## config.mk

```make
export PLATFORM = sky130hd
export DESIGN_NAME = mc_ctrl
export DESIGN_NICKNAME = d
export VERILOG_FILES = /design/src/rtl/mc_pkg.sv /design/src/rtl/mc_decode.sv /design/src/rtl/mc_ctrl.sv
export SDC_FILE = /design/constraint.sdc
export NUM_CORES = 1
export LEC_CHECK = 0
export CAP_MARGIN = 30
export CORE_MARGIN = 1.5
export CORE_UTILIZATION = 29
export CTS_CLUSTER_SIZE = 28
export DETAILED_ROUTE_END_ITERATION = 8
export PLACE_DENSITY = 0.8
export SLEW_MARGIN = 20
export SYNTH_ARGS = -nofsm -noshare
export SYNTH_HDL_FRONTEND = slang
export SYNTH_SLANG_ARGS = --single-unit
```

## constraint.sdc

```tcl
create_clock -name clk -period 1.9 [get_ports clk]
set_input_delay 0.38 -clock clk [delete_from_list [all_inputs] [get_ports clk]]
set_output_delay 0.38 -clock clk [all_outputs]
set_load 0.03 [all_outputs]
```

## src/rtl/mc_pkg.sv

```systemverilog
// Shared encodings for the multi-cycle controller: states, opcode/funct
// values, instruction classes and datapath select codes.
package mc_pkg;

  typedef enum logic [2:0] {
    S_FETCH  = 3'd0,
    S_DECODE = 3'd1,
    S_EXEC   = 3'd2,
    S_MEM    = 3'd3,
    S_WB     = 3'd4
  } state_e;

  typedef enum logic [3:0] {
    C_NONE, C_ADDU, C_SUBU, C_ORI, C_LUI, C_LW, C_SW,
    C_BEQ, C_J, C_JAL, C_JR
  } iclass_e;

  localparam logic [5:0] OP_RTYPE = 6'h00;
  localparam logic [5:0] OP_J     = 6'h02;
  localparam logic [5:0] OP_JAL   = 6'h03;
  localparam logic [5:0] OP_BEQ   = 6'h04;
  localparam logic [5:0] OP_ORI   = 6'h0D;
  localparam logic [5:0] OP_LUI   = 6'h0F;
  localparam logic [5:0] OP_LW    = 6'h23;
  localparam logic [5:0] OP_SW    = 6'h2B;

  localparam logic [5:0] FN_JR    = 6'h08;
  localparam logic [5:0] FN_ADDU  = 6'h21;
  localparam logic [5:0] FN_SUBU  = 6'h23;

  localparam logic [1:0] PC_SEQ = 2'b00;
  localparam logic [1:0] PC_BR  = 2'b01;
  localparam logic [1:0] PC_JMP = 2'b10;
  localparam logic [1:0] PC_RS  = 2'b11;

  localparam logic [1:0] REG_RT = 2'b00;
  localparam logic [1:0] REG_RD = 2'b01;
  localparam logic [1:0] REG_RA = 2'b10;

  localparam logic [1:0] WB_ALU = 2'b00;
  localparam logic [1:0] WB_MEM = 2'b01;
  localparam logic [1:0] WB_PC4 = 2'b10;

  localparam logic [1:0] ALU_ADD   = 2'b00;
  localparam logic [1:0] ALU_SUB   = 2'b01;
  localparam logic [1:0] ALU_OR    = 2'b10;
  localparam logic [1:0] ALU_PASSB = 2'b11;

  localparam logic [1:0] EXT_ZERO  = 2'b00;
  localparam logic [1:0] EXT_SIGN  = 2'b01;
  localparam logic [1:0] EXT_UPPER = 2'b10;

  // Register-register ALU ops write rd; everything else writes rt or $31.
  function automatic logic is_rtype_alu(input iclass_e c);
    return (c == C_ADDU) || (c == C_SUBU);
  endfunction

endpackage

```

## src/rtl/mc_decode.sv

```systemverilog
// Combinational instruction-to-class decoder; anything not recognised
// (including the all-zero nop) maps to C_NONE.
module mc_decode
  import mc_pkg::*;
(
  input  logic [31:0] instr_i,
  output iclass_e     iclass_o
);

  logic unused_fields;
  assign unused_fields = ^instr_i[25:6];

  always_comb begin
    iclass_o = C_NONE;
    case (instr_i[31:26])
      OP_RTYPE: begin
        case (instr_i[5:0])
          FN_ADDU: iclass_o = C_ADDU;
          FN_SUBU: iclass_o = C_SUBU;
          FN_JR:   iclass_o = C_JR;
          default: iclass_o = C_NONE;
        endcase
      end
      OP_ORI:  iclass_o = C_ORI;
      OP_LUI:  iclass_o = C_LUI;
      OP_LW:   iclass_o = C_LW;
      OP_SW:   iclass_o = C_SW;
      OP_BEQ:  iclass_o = C_BEQ;
      OP_J:    iclass_o = C_J;
      OP_JAL:  iclass_o = C_JAL;
      default: iclass_o = C_NONE;
    endcase
  end

endmodule

```

## src/rtl/mc_ctrl.sv

```systemverilog
// Multi-cycle MIPS-subset control FSM. Define MC_CTRL_PERF_EN to add the
// PERF_W-bit retired-instruction counter and its retired output port.
module mc_ctrl
  import mc_pkg::*;
#(
  parameter int PERF_W = 32
) (
  input  logic              clk,
  input  logic              reset,
  input  logic [31:0]       instr,
  input  logic              zero,
  input  logic              mem_rdy,
  output logic              mem_req,
  output logic              memwrite,
  output logic              irwrite,
  output logic              pcwrite,
  output logic [1:0]        pcsrc,
  output logic              regwrite,
  output logic [1:0]        regdst,
  output logic [1:0]        memtoreg,
  output logic              alusrc,
  output logic [1:0]        aluctrl,
  output logic [1:0]        extop,
  output logic [2:0]        state_o
`ifdef MC_CTRL_PERF_EN
  ,
  output logic [PERF_W-1:0] retired
`endif
);

  state_e  state_q, state_d;
  iclass_e iclass;
  logic    retire;

  mc_decode u_decode (
    .instr_i  (instr),
    .iclass_o (iclass)
  );

  always_ff @(posedge clk or negedge reset) begin
    if (!reset) state_q <= S_FETCH;
    else        state_q <= state_d;
  end

  assign state_o = state_q;

  always_comb begin
    state_d  = S_FETCH;
    retire   = 1'b0;
    mem_req  = 1'b0;
    memwrite = 1'b0;
    irwrite  = 1'b0;
    pcwrite  = 1'b0;
    pcsrc    = PC_SEQ;
    regwrite = 1'b0;
    regdst   = REG_RT;
    memtoreg = WB_ALU;
    alusrc   = 1'b0;
    aluctrl  = ALU_ADD;
    extop    = EXT_ZERO;
    case (state_q)
      S_FETCH: begin
        mem_req = 1'b1;
        if (mem_rdy) begin
          irwrite = 1'b1;
          pcwrite = 1'b1;
          state_d = S_DECODE;
        end else begin
          state_d = S_FETCH;
        end
      end
      S_DECODE: begin
        if (iclass == C_NONE) begin
          retire  = 1'b1;
          state_d = S_FETCH;
        end else begin
          state_d = S_EXEC;
        end
      end
      S_EXEC: begin
        case (iclass)
          C_ADDU: state_d = S_WB;
          C_SUBU: begin aluctrl = ALU_SUB; state_d = S_WB; end
          C_ORI: begin
            aluctrl = ALU_OR; alusrc = 1'b1; extop = EXT_ZERO; state_d = S_WB;
          end
          C_LUI: begin
            aluctrl = ALU_PASSB; alusrc = 1'b1; extop = EXT_UPPER; state_d = S_WB;
          end
          C_LW, C_SW: begin
            aluctrl = ALU_ADD; alusrc = 1'b1; extop = EXT_SIGN; state_d = S_MEM;
          end
          C_BEQ: begin
            aluctrl = ALU_SUB; pcsrc = PC_BR; pcwrite = zero; retire = 1'b1;
          end
          C_J:   begin pcwrite = 1'b1; pcsrc = PC_JMP; retire = 1'b1; end
          C_JAL: begin
            pcwrite  = 1'b1; pcsrc  = PC_JMP; regwrite = 1'b1;
            regdst   = REG_RA; memtoreg = WB_PC4; retire = 1'b1;
          end
          C_JR:  begin pcwrite = 1'b1; pcsrc = PC_RS; retire = 1'b1; end
          default: state_d = S_FETCH;
        endcase
      end
      S_MEM: begin
        mem_req  = 1'b1;
        memwrite = (iclass == C_SW);
        if (!mem_rdy)              state_d = S_MEM;
        else if (iclass == C_LW)   state_d = S_WB;
        else begin
          retire  = 1'b1;
          state_d = S_FETCH;
        end
      end
      S_WB: begin
        regwrite = 1'b1;
        regdst   = is_rtype_alu(iclass) ? REG_RD : REG_RT;
        memtoreg = (iclass == C_LW) ? WB_MEM : WB_ALU;
        retire   = 1'b1;
      end
      default: state_d = S_FETCH;
    endcase
    // Reset kills every output combinationally so an in-flight access drops at once.
    if (!reset) begin
      retire   = 1'b0;
      mem_req  = 1'b0;
      memwrite = 1'b0;
      irwrite  = 1'b0;
      pcwrite  = 1'b0;
      pcsrc    = PC_SEQ;
      regwrite = 1'b0;
      regdst   = REG_RT;
      memtoreg = WB_ALU;
      alusrc   = 1'b0;
      aluctrl  = ALU_ADD;
      extop    = EXT_ZERO;
    end
  end

`ifdef MC_CTRL_PERF_EN
  logic [PERF_W-1:0] retired_q, retired_d;

  assign retired_d = retire ? retired_q + 1'b1 : retired_q;

  always_ff @(posedge clk or negedge reset) begin
    if (!reset) retired_q <= '0;
    else        retired_q <= retired_d;
  end

  assign retired = retired_q;
`else
  logic [PERF_W:0] unused_perf;
  assign unused_perf = {{PERF_W{1'b0}}, retire};
`endif

endmodule

```

==> results of run 1 <==
metal layers:
metal / wire length, µm / track usage / share of wire / up-vias
li1: - / - / - / 427
met1: 796 / 0.233 / 0.36 / 416
met2: 1270 / 0.456 / 0.57 / 35
met3: 119 / 0.0275 / 0.054 / 5
met4: 39 / 0.126 / 0.018 / 0
met5: 0 / 0 / 0 / -
how the worst min path moves through the flow:
| stage | from | end | slack [ns] | cells past startpoint |
|---|---|---|---|---|
| 5_1_grt | reset | state_o[2] | 0.38 | 2 |
| 2_1_floorplan | reset | state_o[0] | 0.08 | 0 |
| 3_5_place_dp | state_o[2] | state_o[0] | 0.61 | 1 |
| 6_report | reset | state_o[2] | 0.35 | 2 |
| 4_1_cts | reset | state_o[2] | 0.36 | 2 |
| 3_3_place_gp | state_o[2] | state_o[0] | 0.60 | 1 |
critical path: stages:
cell	delay [ns]
buf_8	0.10
or3b_4	0.43
or2_4	0.30
nor2_4	0.12
and2_4	0.15
buf_6	0.12
layout make-up:
| cell class | count | area (µm²) |
|---|---|---|
| Multi-Input combinational cell | 72 | 613 |
| Fill cell | 128 | 414 |
| Timing Repair Buffer | 66 | 578 |
| Clock buffer | 4 | 26.3 |
| Inverter | 1 | 3.75 |
| Tap cell | 25 | 31.3 |
| Sequential cell | 3 | 78.8 |
power groups by stage:
stage / Clock [mW] / Combinational (mW) / Sequential, mW
6_report: 0.119 / 0.240 / 0.0891
3_3_place_gp: 0 / 0.208 / 0.0915
3_5_place_dp: 0 / 0.213 / 0.0922
4_1_cts: 0.120 / 0.234 / 0.0891
5_1_grt: 0.121 / 0.258 / 0.0911
2_1_floorplan: 0 / 0.109 / 0.0946
timing repair:
action,CTS,global route
pin swaps,24,18
gates resized for setup,70,9
setup buffers,9,2
endpoints found under the setup margin,17,11
hold buffers,0,0
cells by family (layout without fill, tap and decap cells):
logic type             after synthesis  in the layout  synth area share
AND/OR/NAND/NOR                     56             56             0.580
AO/OA/AOI/OAI                       15             15             0.217
buffers and inverters                4             71            0.0502
flip-flops                           3              3             0.137
XOR/XNOR                             1              1            0.0160
cells in the final DEF, fill, tap and decap left out, types with 4 or more instances in the layout:
cell,netlist,routed
nor2_1,14,9
buf_6,1,17
nand2_1,11,8
buf_2,0,4
clkdlybuf4s50_1,0,5
buf_4,1,35
==> key figures, run 1 <==
Routing
  – Initial drt markers: 4
  – 1st-pass router iterations: 4
  – WL/cell: 13.0 µm
  – Drt total wl: 2220 µm
  – Drt drc: 0
  – Via count: 883
  – Vias per cell: 5.16
  – Post-route antenna net violation count: 0

Global routing
  – Initial antenna violation count: 0
  – Congestion Overflow GR: 0
  – Via count of the first global-routing pass: ~900
  – Gr usage total: 0.233
  – Largest net degree at the start of global routing: 13
  – First-pass GRT wire length: 3590 µm

Floorplanning
  – Total core area: ~0.0017 mm²
  – Io pins: 55
  – Chip height: 46.5 µm
  – Row cnt: 15
  – Initial Util: 0.314
  – Die Area: 0.00216 mm²
  – Die X: approximately 46 µm

Layout
  – ANT cells: 0
  – Post-route design area: 0.00133 mm²
  – Final core occ: 0.763
  – Area delta synth->final: 143%
  – Final nets: 183
  – Final Non-Filler Cells: 171
  – Max reg flops: 3
  – Layout cells sized above 1: 0.658

Yosys
  – Synth cell types: 39
  – Synthesis Warnings: 0
  – Post-synth EDFFs: 0
  – Seq/Total Area, Yosys: 0.137
  – Top-area cell type share of the netlist area: 0.137
  – Syn avg cell area: 6.94 µm²
  – Cell with the most instances after synthesis: nor2_1
  – Top cells by area, synth: dfrtp_1 14%, nor2_1 9.6%, nand2_1 7.5%
  – Most frequent cells after synthesis: 14 x nor2_1, 11 x nand2_1, 5 x nor3_1
  – Mapped cell area: 548 µm²
  – Top FF cell, synth: dfrtp_1
  – Area leader, netlist: dfrtp_1
  – Async S/R FF share, synth: 1.00
  – Synth Instances: 79
  – Mapped Nets: 115
  – Synth Register Bits: 3

Timing
  – Worst slew pin tran: 0.302 ns
  – Hold Slack: roughly 0.35 ns
  – Worst setup margin: -0.0828 ns
  – Tmin final: between 1.5 and 2 ns
  – Final number of hold-violating endpoints: 0
  – Clock skew: 0.00672 ns
  – Slew Viols, Final: 0
  – Fmax: just over 500 MHz
  – Rel. slew slack: 0.798
  – Final cycle utilization of the critical path: 1.04
  – Unrepaired setup endpoints after global routing: yes
  – Final Setup Violations: 10
  – Setup TNS: -0.605 ns

Status
  – Outcome: complete, but fails checks
  – Failing checks: setup timing

Place
  – Placed Instances: ~160
  – Post-DP Area: 0.00113 mm²
  – DPL Wire Length: 1650 µm
  – Final Wtd Congestion: 0.821
  – Place WS: -0.491 ns
  – # port buffers: 34

Worst setup path
  – Worst r2r src: state_o[1]
  – CP startpoint: instr[30]
  – Crit path kind: input port to output port
  – Critical Path Sink Type: output port
  – Worst r2r path cells: 3
  – CP arrival: 1.60 ns
  – Crit path capture: extop[1]
  – Crit Path Max Fanout: 5
  – Worst setup SP type: input port
  – CP required: ~1.5 ns
  – Worst R2R End: state_o[1]
  – FF-to-FF setup slack: 0.69 ns

Power and ir drop
  – Internal power: 271 µW
  – Sequential share of power: 0.199
  – Peak supply drop: 0.235 mV
  – Clock Power Share: 0.266
  – Combinational share of power: 0.536
  – Overall power: 449 µW
  – Power density over cell area: 337 mW/mm²
  – Switching Share: 0.395
  – Switch Pwr: around 180 µW
  – LEAKAGE: about 0.59 nW

Clocking
  – Clock Tree Root: clkbuf_4
  – Later-pin clock latency in the skew report: 0.25 ns
  – TritonCTS clock tree: yes
  – H-tree depth reported by CTS: 1
  – Worst-path clk slew: 0.04 ns
  – Clk sinks: 3
  – Clock buffer depth: 2
  – Cts bufs inserted: 3

Min path
  – Min-delay worst type: input port to asynchronous set/reset pin

Run
  – Max Cap Viol: 0
Power figures use the tool's default switching activity.
==> run 2, diff against run 1 <==
Settings changed: SLEW_MARGIN 20 to 5.
==> results of run 2 <==
No change in the layout: final DEF, timing and power equal those of run 1.
